$ cat src/rtl/conversor_bcd_saida.sv
// Sequential binary-to-BCD converter for the 4-digit 7-segment display.
// Captures a two's-complement value on inicia and holds sign/overflow-flagged BCD digits.
module conversor_bcd_saida #(
    parameter int DATA_WIDTH = 32,
    parameter int MAG_BITS   = 14
) (
    input  logic                  clock,
    input  logic                  reset,
    input  logic                  inicia,
    input  logic [DATA_WIDTH-1:0] entrada_modulo,
    output logic [3:0]            dp1,
    output logic [3:0]            dp2,
    output logic [3:0]            dp3,
    output logic [3:0]            dp4,
    output logic                  sinal_neg,
    output logic                  estouro,
    output logic                  valido,
    output logic                  ocupado
);

    localparam int SR_W = 16 + MAG_BITS;

    typedef enum logic [1:0] {OCIOSO, CARGA, DESLOCA, FIM} estado_t;

    estado_t               estado_q, estado_d;
    logic [DATA_WIDTH-1:0] captura_q, captura_d;
    logic [DATA_WIDTH-1:0] mag;
    logic                  neg_q, neg_d;
    logic                  ovf_q, ovf_d;
    logic [SR_W-1:0]       desloca_q, desloca_d;
    logic [3:0]            cont_q, cont_d;
    logic [3:0]            dp1_q, dp1_d, dp2_q, dp2_d, dp3_q, dp3_d, dp4_q, dp4_d;
    logic                  sinal_q, sinal_d;
    logic                  estouro_q, estouro_d;
    logic                  valido_q, valido_d;
    logic                  ocupado_q, ocupado_d;

    // One double-dabble iteration: correct every BCD nibble >= 5, then shift left.
    function automatic logic [SR_W-1:0] passo(input logic [SR_W-1:0] sr);
        logic [SR_W-1:0] t;
        t = sr;
        for (int i = 0; i < 4; i++) begin
            if (t[MAG_BITS+4*i +: 4] >= 4'd5)
                t[MAG_BITS+4*i +: 4] = t[MAG_BITS+4*i +: 4] + 4'd3;
        end
        return {t[SR_W-2:0], 1'b0};
    endfunction

    // -2^31 wraps to itself and is then caught by the unsigned overflow compare.
    always_comb begin
        mag = captura_q[DATA_WIDTH-1] ? -captura_q : captura_q;
    end

    always_comb begin
        // NOTE: every signal gets a default first so no path through the case infers a latch.
        estado_d  = estado_q;
        captura_d = captura_q;
        neg_d     = neg_q;
        ovf_d     = ovf_q;
        desloca_d = desloca_q;
        cont_d    = cont_q;
        dp1_d     = dp1_q;
        dp2_d     = dp2_q;
        dp3_d     = dp3_q;
        dp4_d     = dp4_q;
        sinal_d   = sinal_q;
        estouro_d = estouro_q;
        valido_d  = 1'b0;
        ocupado_d = ocupado_q;

        unique case (estado_q)
            OCIOSO: begin
                if (inicia) begin
                    captura_d = entrada_modulo;
                    ocupado_d = 1'b1;
                    estado_d  = CARGA;
                end
            end
            CARGA: begin
                neg_d = captura_q[DATA_WIDTH-1];
                if (mag > DATA_WIDTH'(9999)) begin
                    ovf_d    = 1'b1;
                    estado_d = FIM;
                end else begin
                    ovf_d     = 1'b0;
                    desloca_d = {16'b0, mag[MAG_BITS-1:0]};
                    cont_d    = 4'd0;
                    estado_d  = DESLOCA;
                end
            end
            DESLOCA: begin
                desloca_d = passo(desloca_q);
                cont_d    = cont_q + 4'd1;
                if (cont_q == 4'(MAG_BITS - 1))
                    estado_d = FIM;
            end
            FIM: begin
                if (ovf_q) begin
                    dp4_d = 4'd9;
                    dp3_d = 4'd9;
                    dp2_d = 4'd9;
                    dp1_d = 4'd9;
                end else begin
                    dp4_d = desloca_q[MAG_BITS+12 +: 4];
                    dp3_d = desloca_q[MAG_BITS+8  +: 4];
                    dp2_d = desloca_q[MAG_BITS+4  +: 4];
                    dp1_d = desloca_q[MAG_BITS    +: 4];
                end
                sinal_d   = neg_q;
                estouro_d = ovf_q;
                valido_d  = 1'b1;
                ocupado_d = 1'b0;
                estado_d  = OCIOSO;
            end
            default: estado_d = OCIOSO;
        endcase
    end

    // NOTE: all state, including the capture register, is reset so an abort leaves nothing stale.
    always_ff @(posedge clock or negedge reset) begin
        if (!reset) begin
            estado_q  <= OCIOSO;
            captura_q <= '0;
            neg_q     <= 1'b0;
            ovf_q     <= 1'b0;
            desloca_q <= '0;
            cont_q    <= 4'd0;
            dp1_q     <= 4'd0;
            dp2_q     <= 4'd0;
            dp3_q     <= 4'd0;
            dp4_q     <= 4'd0;
            sinal_q   <= 1'b0;
            estouro_q <= 1'b0;
            valido_q  <= 1'b0;
            ocupado_q <= 1'b0;
        end else begin
            // NOTE: non-blocking so every flop samples the pre-edge values.
            estado_q  <= estado_d;
            captura_q <= captura_d;
            neg_q     <= neg_d;
            ovf_q     <= ovf_d;
            desloca_q <= desloca_d;
            cont_q    <= cont_d;
            dp1_q     <= dp1_d;
            dp2_q     <= dp2_d;
            dp3_q     <= dp3_d;
            dp4_q     <= dp4_d;
            sinal_q   <= sinal_d;
            estouro_q <= estouro_d;
            valido_q  <= valido_d;
            ocupado_q <= ocupado_d;
        end
    end

    assign dp1       = dp1_q;
    assign dp2       = dp2_q;
    assign dp3       = dp3_q;
    assign dp4       = dp4_q;
    assign sinal_neg = sinal_q;
    assign estouro   = estouro_q;
    assign valido    = valido_q;
    assign ocupado   = ocupado_q;

endmodule

$ cat config.mk
export PLATFORM = sky130hd
export DESIGN_NAME = conversor_bcd_saida
export DESIGN_NICKNAME = d
export VERILOG_FILES = /design/src/rtl/conversor_bcd_saida.sv
export SDC_FILE = /design/constraint.sdc
export NUM_CORES = 1
export LEC_CHECK = 0
export CAP_MARGIN = 15
export CORE_ASPECT_RATIO = 2
export CORE_MARGIN = 2
export CORE_UTILIZATION = 48
export CTS_CLUSTER_DIAMETER = 60
export DETAILED_ROUTE_END_ITERATION = 16
export PLACE_DENSITY = 0.71
export SYNTH_ARGS = -nofsm -noshare
export SYNTH_HDL_FRONTEND = slang
export SYNTH_SLANG_ARGS = --single-unit
$ cat constraint.sdc
create_clock -name clock -period 3.4 [get_ports clock]
set_input_delay 0.34 -clock clock [delete_from_list [all_inputs] [get_ports clock]]
set_output_delay 0.34 -clock clock [all_outputs]
set_load 0.01 [all_outputs]
# --- Word-level counts from Yosys, hierarchy flattened ---
# Cells that the tools add are included.
word_totals:
  register_bits: 90
  output_inout_bits: 20
  elab_cells: 60
classes:
  n_addsub: 6
  magnitude_cmp: 5
  n_eq_ne: 7
  n_mux: 21
  n_reduce_logical: 7
op_table:
  columns: ["cell", "n"]
  rows:
  - ["case mux 30 bit (2 select lines)", 1]
  - ["greater-than comparator 32 x 14 -> 1 bit (second input constant)", 1]
  - ["two-way mux 32 bit", 1]
  - ["two-way mux 4 bit", 8]
  - ["negator 32 bit", 1]
  - ["two-way mux 30 bit", 1]
  - [">= comparator 4 x 3 -> 1 bit (second input constant)", 4]
  - ["adder 4 x 2 -> 4 bit (second input constant)", 3]
  - ["case mux 2 bit (4 select lines)", 1]
  - ["case mux 4 bit (2 select lines)", 1]
  - ["AND reduction 2 bit", 4]
  - ["!= test 2 bit (second input constant)", 3]
  - ["adder 4 x 1 -> 4 bit (second input constant)", 1]
  - ["equality test 2 bit (second input constant)", 2]
  - ["equality test 4 bit (second input constant)", 1]
  - ["two-way mux 1 bit", 4]
  - ["two-way mux 2 bit", 2]
  - ["nonzero test 2 bit", 2]
  - ["adder 3 x 2 -> 3 bit (second input constant)", 1]
  - ["two-way mux 3 bit", 1]
  - ["equality test 2 x 1 -> 1 bit (second input constant)", 1]
  - ["zero test 2 bit", 1]
  - ["case mux 1 bit (2 select lines)", 1]

# --- Logic depth before layout (Yosys ltp) ---
# Gate-level depths: netlist of the first run.
depth:
  depth_word: 5
  ltp_mapped: 12
  ltp_nobuf: 10

# --- Least setup slack after synthesis of the first run ---
# No wires, ideal clock.
synth_path:
  kind: "register -> register"
  from: "register captura_q[11]"
  to: "register desloca_q[10]"
  setup_time_ps: 87
  arrival_ps: 3366
  required_time_ps: 3313
  setup_slack_ps: -52
  path_stages_with_launch: 11
  n_path_buf: 2
  path_cell_list: "dfrtp_1 buf_6 or4_4 or4_4 o21a_1 o41a_1 a2111oi_2 or3b_1 buf_6 or4_1 o211ai_1"
synth_via:
  elab_chain_cells: 5
synth_rtl:
  columns: ["item", "line", "source"]
  rows:
  - ["start, declared", "26", "logic [DATA_WIDTH-1:0] captura_q, captura_d;"]
  - ["start signal, assigned", "139", "captura_q <= captura_d;"]
  - ["negator 32 bit", "51", "mag = captura_q[DATA_WIDTH-1] ? -captura_q : captura_q;"]
  - ["two-way mux 32 bit (*)", "51", null]
  - ["greater-than comparator 32 x 14 -> 1 bit (*)", "81", "if (mag > DATA_WIDTH'(9999)) begin"]
  - ["!= test 2 bit (no line) (*)", null, null]
  - ["AND reduction 2 bit (no line) (*)", null, null]
  - ["end signal, assigned", "142", "desloca_q <= desloca_d;"]
  - ["end, declared", "30", "logic [SR_W-1:0] desloca_q, desloca_d;"]
# Mark *: on every way between the ends. The rest lies on a longest branch, timed or not.
# A chain may end at the register's enable or synchronous reset.

# --- Final worst setup path of the first run ---
layout_path:
  from: "register captura_q[10]"
  to: "register desloca_q[19]"
# The elaborated chain is that of the path after synthesis.

==> results.yml, run 1 <==
sta:
  slew_headroom_pct: 49.6
  fin_worst_skew_ns: 0.00913
  setup-tns-final_ns: 0
  holdWs_ns: -0.00482
  setup_slack_ns: 0.0512
  finalSetupViolations: 0
  drv_slew: 0
  fin_crit_ns: 3.35
  worstMarginPinSlew_ns: 0.751
  hold_violations: 4
  post-route-period-util_pct: 98.5
  rsz0062_at_grt: "true"
  max_freq_ghz: 0.299
global_routing:
  grt_usage_pct: 27.1
  grt-busiest-layer: "met2"
  met3_usage_pct: 3.85
  antenna_found_initial: 0
  grt.overflow.total: 0
  grt_max_degree: 58
  grt_pass1_vias: 5461
  grt_pass1_wl_um: 27300
  grt_util_met2_pct: 51.3
  grt.met1_usage_pct: 25.4
logic_synthesis:
  synth_top_area_share_pct: 39.0
  synthCells: 630
  yosysMostFrequentCell: "dfrtp_1"
  synth_top_area_cell: "dfrtp_1"
  ys_seq_elements: 90
  synth_area_per_cell_um2: 9.18
  synth_fp_nets: 680
  synth_common_cells: "dfrtp_1 (90), nor2_1 (57), nand2_1 (46), clkbuf_1 (36), mux2_2 (36)"
  ys_seq_area_share_pct: 39.0
  async_flop_share_pct: 100
  netlist_area_mm2: 0.00578
  synth-main-ff-cell: "dfrtp_1"
  ys_warn_count: 0
  yosysUniqueCellTypes: 63
  synthTopCellsByArea: "dfrtp_1 (39%), mux2_2 (7.0%), mux2i_1 (4.7%), nor2_1 (3.7%), a221o_1 (3.3%)"
  synth_edf_count: 0
pwr:
  power_mw: 7.56
  peakVddDrop_uv: 561
  p_leak_nw: 3.09
  cellPowerDensity_mw_per_mm2: 1010
run_status:
  status: "complete, but fails checks"
  violations: "hold timing"
clock_network:
  clockRootBuffer: "clkbuf_16"
  htree_levels: 3
  cts_buffers: 9
  cts_tree: "done"
  clockBufferDepth: 2
  clkTransAtPathRegs_ns: 0.07
  clock_sinks: 90
  clock_latency_ns: 0.35
final_layout:
  multi_input_area_mm2: 0.00339
  layout.nets: 774
  n_antenna_cell: 0
  area_growth_syn_to_layout_pct: 29.7
  final_cell_count_no_fill: 874
  drive_gt1_share_pct: 22.9
  seq_area_mm2: 0.00225
  final_util_pct: 63.7
  final_area_mm2: 0.00749
  num-fill-cells: 1010
place:
  place_area_mm2: 0.00686
  dp.final_hpwl_um: 12300
  portBuffers: 54
  place_ws_ns: -0.126
  placed_cells_incl_taps: 850
  place.gp.congestion: 0.936
critical_path:
  r2r.worst_path.cells: 9
  crit-reg2reg-launch: "captura_q[10]$_DFFE_PN0P_"
  worstSetupStartpointType: "flip-flop"
  endpoint_kind: "flip-flop"
  arrival_ns: 3.58
  r2r_end: "desloca_q[19]$_DFFE_PN0P_"
  required_ns: 3.63
  worst-setup-path-type: "flip-flop to flip-flop"
  cp_max_fo: 5
  ff2ff_setup_slack_ns: 0.05
route:
  vias: 5350
  via_per_inst: 6.12
  drc_errors: 0
  totalWireLength_um: 17100
  drtIter0Drc: 315
  drtPass1Iterations: 4
  drtAntennaViolNets: 0
  wl_per_cell_um: 19.6
worst_hold_path:
  worstHoldPathType: "primary input to asynchronous set/reset pin"
floorplanning:
  dieWidth_um: 81.6
  coreArea_mm2: 0.0118
  rows: 56
  initial_core_util_pct: 49.1
  die_area_mm2: 0.0130
  dieHeight_um: 159
  boundaryPins: 55
job:
  max_cap_violations: 0
[metal layers]
metal	vias up	routed length, µm
li1	2531	-
met1	2616	5740
met3	64	417
met5	-	0
met4	0	1210
met2	139	9740
[flip-flops by register name, summed over array words and instances (netlist names), 2 cells and up]
name,flops
dp3,4
dp4,4
desloca_q,30
estado_q,2
captura_q,32
cont_q,4
dp1,4
dp2,4
[worst max-delay path by stage]
stage	start	to	slack, ns	depth (start not counted)
floorplan	captura_q[0]$_DFFE_PN0P_	desloca_q[10]$_DFFE_PN0P_	0.01	11
global placement	captura_q[9]$_DFFE_PN0P_	desloca_q[5]$_DFFE_PN0P_	-0.08	8
detailed placement	captura_q[9]$_DFFE_PN0P_	desloca_q[12]$_DFFE_PN0P_	-0.13	8
CTS	captura_q[10]$_DFFE_PN0P_	desloca_q[12]$_DFFE_PN0P_	-0.07	8
global route	captura_q[10]$_DFFE_PN0P_	desloca_q[8]$_DFFE_PN0P_	-0.01	9
finish	captura_q[10]$_DFFE_PN0P_	desloca_q[19]$_DFFE_PN0P_	0.05	9
[kinds of logic (layout without fill, tap and decap cells)]
kind of cell | after synthesis | count (layout) | share of synthesized area [%]
buffers and inverters | 81 | 179 | 5.54
XOR/XNOR | 19 | 19 | 2.88
AND/OR/NAND/NOR | 202 | 203 | 18.0
multiplexers | 63 | 63 | 11.7
adder cells (fa/ha/maj) | 15 | 15 | 3.25
AO/OA/AOI/OAI | 160 | 160 | 19.7
flip-flops | 90 | 90 | 39.0
[cell usage in the layout (no fill, tap or decap), types with 5 or more instances in the layout]
master / synthesis / routed
ha_1: 15 / 13
clkbuf_16: 0 / 10
or4_1: 13 / 11
inv_1: 30 / 30
a41oi_1: 7 / 7
dfrtp_1: 90 / 90
clkdlybuf4s50_1: 0 / 53
mux2_2: 36 / 36
o31ai_1: 6 / 6
a21oi_1: 34 / 32
o41ai_2: 0 / 6
nor2_1: 57 / 57
nand3_1: 18 / 18
o22ai_1: 9 / 9
xor2_1: 5 / 5
a31oi_1: 12 / 12
nor4_1: 15 / 11
nand2_1: 46 / 46
o21ai_0: 25 / 24
mux2i_1: 27 / 27
nand2b_1: 5 / 5
a221o_1: 19 / 19
xnor2_1: 14 / 14
and3_1: 6 / 5
o211ai_1: 18 / 18
nor3_1: 7 / 7
buf_4: 0 / 71
[power breakdown]
| part | total [mW] | internal (mW) | switching, mW |
|---|---|---|---|
| Clock | 1.26 | 0.801 | 0.456 |
| Sequential | 2.14 | 1.57 | 0.569 |
| Combinational | 4.17 | 1.96 | 2.21 |
| Total | 7.56 | 4.33 | 3.23 |
[worst max-delay path, stage by stage (launching register included)]
cell	delay [ns]
dfrtp_1	0.38
or4_4	0.55
or4_4	0.43
o21a_1	0.18
o41a_1	0.35
a2111oi_4	0.34
nor3b_4	0.33
a21oi_4	0.13
clkbuf_16	0.21
a221o_1	0.34
[final cells by class]
cell class	count	area share, %
repair buffers	131	15.7
flip-flops and latches	90	30.1
clock inverters	7	1.97
multi-input cells	460	45.3
clock buffers	9	3.01
well taps	145	2.42
inverters	32	1.60
[timing repair]
| item | in CTS | in global routing |
|---|---|---|
| hold buffers | 0 | 0 |
| hold endpoints to repair | 0 | 0 |
| gates resized for setup | 16 | 17 |
| setup buffers | 2 | 3 |
| endpoints found under the setup margin | 32 | 34 |
| gates cloned | 1 | 2 |
| pin swaps | 14 | 10 |
Power figures use the tool's default switching activity.
==> run 2: changes to the inputs <==
--- a/config.mk
+++ b/config.mk
@@ -5,13 +5,14 @@
 export SDC_FILE = /design/constraint.sdc
 export NUM_CORES = 1
 export LEC_CHECK = 0
+export ABC_AREA = 1
 export CAP_MARGIN = 15
 export CORE_ASPECT_RATIO = 2
 export CORE_MARGIN = 2
 export CORE_UTILIZATION = 48
 export CTS_CLUSTER_DIAMETER = 60
 export DETAILED_ROUTE_END_ITERATION = 16
-export PLACE_DENSITY = 0.71
+export PLACE_DENSITY = 0.72
 export SYNTH_ARGS = -nofsm -noshare
 export SYNTH_HDL_FRONTEND = slang
 export SYNTH_SLANG_ARGS = --single-unit
==> results.yml, run 2 <==
critical_path:
  worst_path_max_delay_cell: "nand2_4"
  path_cells: "inv_2 -> ha_1 -> nand3_4 -> nor2_2 -> nand3_2 -> nand2_2 -> nand2_1 -> nand2_1 -> nand3_1 -> nor2_1 -> nand2_1 -> nor2_2 -> nand3_2 -> nand2_4 -> nand2_1 -> nand2_1 -> nand2_1"
  arrival_ns: 3.32
  worstSetupStartpointType: "flip-flop"
  worst-setup-path-type: "flip-flop to flip-flop"
  required_ns: 3.64
  ff2ff_setup_slack_ns: 0.32
  cp_max_fo: 36
  endpoint_kind: "flip-flop"
  r2r_end: "estado_q[0]$_DFFE_PN0P_"
  crit-reg2reg-launch: "captura_q[0]$_DFFE_PN0P_"
  critPathMostFrequentCell: "nand2_1"
  slowest_delay_ns: 0.42
  r2r.worst_path.cells: 17
clock_network:
  cts_buffers: 9
  clkTransAtPathRegs_ns: 0.07
  clock_sinks: 90
  postCtsSetupRepairBufs: 0
  clockBufferDepth: 2
  cts_tree: "done"
  clockRootBuffer: "clkbuf_16"
  clock_latency_ns: 0.34
  htree_levels: 3
sta:
  finalSetupViolations: 0
  max_freq_ghz: 0.325
  setup_slack_ns: 0.318
  worstMarginPinSlew_ns: 0.595
  holdWs_ns: 0.00458
  slew_headroom_pct: 60.3
  fin_crit_ns: 3.08
  setup-tns-final_ns: 0
  post-route-period-util_pct: 90.6
  drv_slew: 0
  rsz0062_at_grt: "false"
  hold_violations: 0
  fin_worst_skew_ns: 0.00836
pwr:
  power_mw: 6.06
  peakVddDrop_uv: 498
  cellPowerDensity_mw_per_mm2: 947
  p_leak_nw: 3.13
final_layout:
  area_growth_syn_to_layout_pct: 16.6
  top_register: "captura_q"
  multi_input_area_mm2: 0.00278
  final_area_mm2: 0.00640
  layout.nets: 831
  reg.largest.list: "captura_q x32, desloca_q x30"
  final_cell_count_no_fill: 927
  drive_gt1_share_pct: 10.3
  final_util_pct: 57.0
  final_cell_mix: "nand2_1 (234), dfrtp_1 (90), nand3_1 (78), o21ai_0 (69), inv_1 (63)"
  num-fill-cells: 1061
  seq_area_mm2: 0.00225
  largest_reg_flops: 32
  n_antenna_cell: 0
  layout_commonest_cell: "nand2_1"
logic_synthesis:
  yosysUniqueCellTypes: 31
  async_flop_share_pct: 100
  synth-main-ff-cell: "dfrtp_1"
  synth_common_cells: "nand2_1 (234), dfrtp_1 (90), nand3_1 (78), o21ai_0 (69), inv_1 (63)"
  ys_seq_elements: 90
  synthCells: 738
  synth_top_area_share_pct: 41.0
  ys_warn_count: 0
  synth_top_area_cell: "dfrtp_1"
  ys_seq_area_share_pct: 41.0
  synth_edf_count: 0
  synth_area_per_cell_um2: 7.43
  yosysMostFrequentCell: "nand2_1"
  synthTopCellsByArea: "dfrtp_1 (41%), nand2_1 (16%), nand3_1 (7.1%), o21ai_0 (6.3%), inv_1 (4.3%)"
  netlist_area_mm2: 0.00549
  synth_fp_nets: 788
global_routing:
  antenna_found_initial: 0
  grt_util_met2_pct: 47.7
  grt_max_degree: 54
  grt_usage_pct: 25.6
  met3_usage_pct: 3.77
  grt_pass1_vias: 5029
  grt.met1_usage_pct: 25.7
  grt-busiest-layer: "met2"
  grt_pass1_wl_um: 24500
  grt.overflow.total: 0
floorplanning:
  boundaryPins: 55
  dieWidth_um: 79.6
  dieHeight_um: 155
  rows: 55
  initial_core_util_pct: 48.9
  coreArea_mm2: 0.0112
  die_area_mm2: 0.0124
place:
  place_area_mm2: 0.00609
  portBuffers: 54
  place.gp.congestion: 0.919
  placed_cells_incl_taps: 912
  place_ws_ns: 0.0828
  dp.final_hpwl_um: 11200
route:
  drtAntennaViolNets: 0
  vias: 5073
  wl_per_cell_um: 15.9
  drtPass1Iterations: 6
  drtIter0Drc: 324
  drc_errors: 0
  via_per_inst: 5.47
  totalWireLength_um: 14700
worst_hold_path:
  worstHoldPathType: "primary input to asynchronous set/reset pin"
job:
  max_cap_violations: 0
run_status:
  status: "finished clean"
-- run 2: cell count changes after synthesis, moves of 19 or more --
cell	change
nand2_1	+188
nand3_1	+60
o21ai_0	+44
mux2_2	-36
inv_1	+33
mux2i_1	-27
nand3_2	+23
a21oi_1	-21
a221o_1	-19
nor2_1	-19
-- run 2: layer usage --
metal	vias to the layer above	wire (µm)
met3	50	434
met2	150	8250
met1	2423	5100
met5	-	0
met4	0	919
li1	2450	-
-- run 2: layout make-up --
type,count,area share (%)
clock inverters,4,0.822
repair buffers,63,9.47
multi-input cells,542,43.5
flip-flops and latches,90,35.2
well taps,142,2.78
clock buffers,11,3.79
inverters,75,4.40
-- run 2: logic make-up after synthesis --
group           share of synthesized area (%)
compound gates                           8.35
buf+inv                                  8.37
fa+ha+maj                                3.42
simple gates                             35.9
xor+xnor                                 2.87
flops                                    41.0
-- run 2: what timing repair did --
action	4_1_cts	5_1_grt
hold buffers	0	0
hold endpoints to repair	0	0
endpoints found under the setup margin	0	34
gates resized for setup	0	1
-- run 2: worst max path at each step --
stage | startpoint | to | slack (ns)
final | captura_q[0]$_DFFE_PN0P_ | estado_q[0]$_DFFE_PN0P_ | 0.32
after global routing | captura_q[0]$_DFFE_PN0P_ | estado_q[0]$_DFFE_PN0P_ | 0.05
after CTS | captura_q[0]$_DFFE_PN0P_ | desloca_q[12]$_DFFE_PN0P_ | 0.06
after detailed placement | captura_q[0]$_DFFE_PN0P_ | desloca_q[12]$_DFFE_PN0P_ | 0.08
after global placement | captura_q[1]$_DFFE_PN0P_ | cont_q[0]$_DFFE_PN0P_ | 0.07
after floorplan | captura_q[0]$_DFFE_PN0P_ | cont_q[3]$_DFFE_PN0P_ | 1.33
-- run 2: power breakdown --
part / internal [mW] / switching, mW / total [mW]
combinational: 1.07 / 2.10 / 3.17
clock: 0.588 / 0.422 / 1.01
sequential: 1.50 / 0.376 / 1.88
total: 3.16 / 2.90 / 6.06
-- run 2: worst max-delay path, delay by kind of cell (launching register included) --
kind | cells | cell delay, ns
buffers and inverters | 1 | 0.10
adder cells (fa/ha/maj) | 1 | 0.22
AND/OR/NAND/NOR | 15 | 2.29
flip-flops | 1 | 0.38
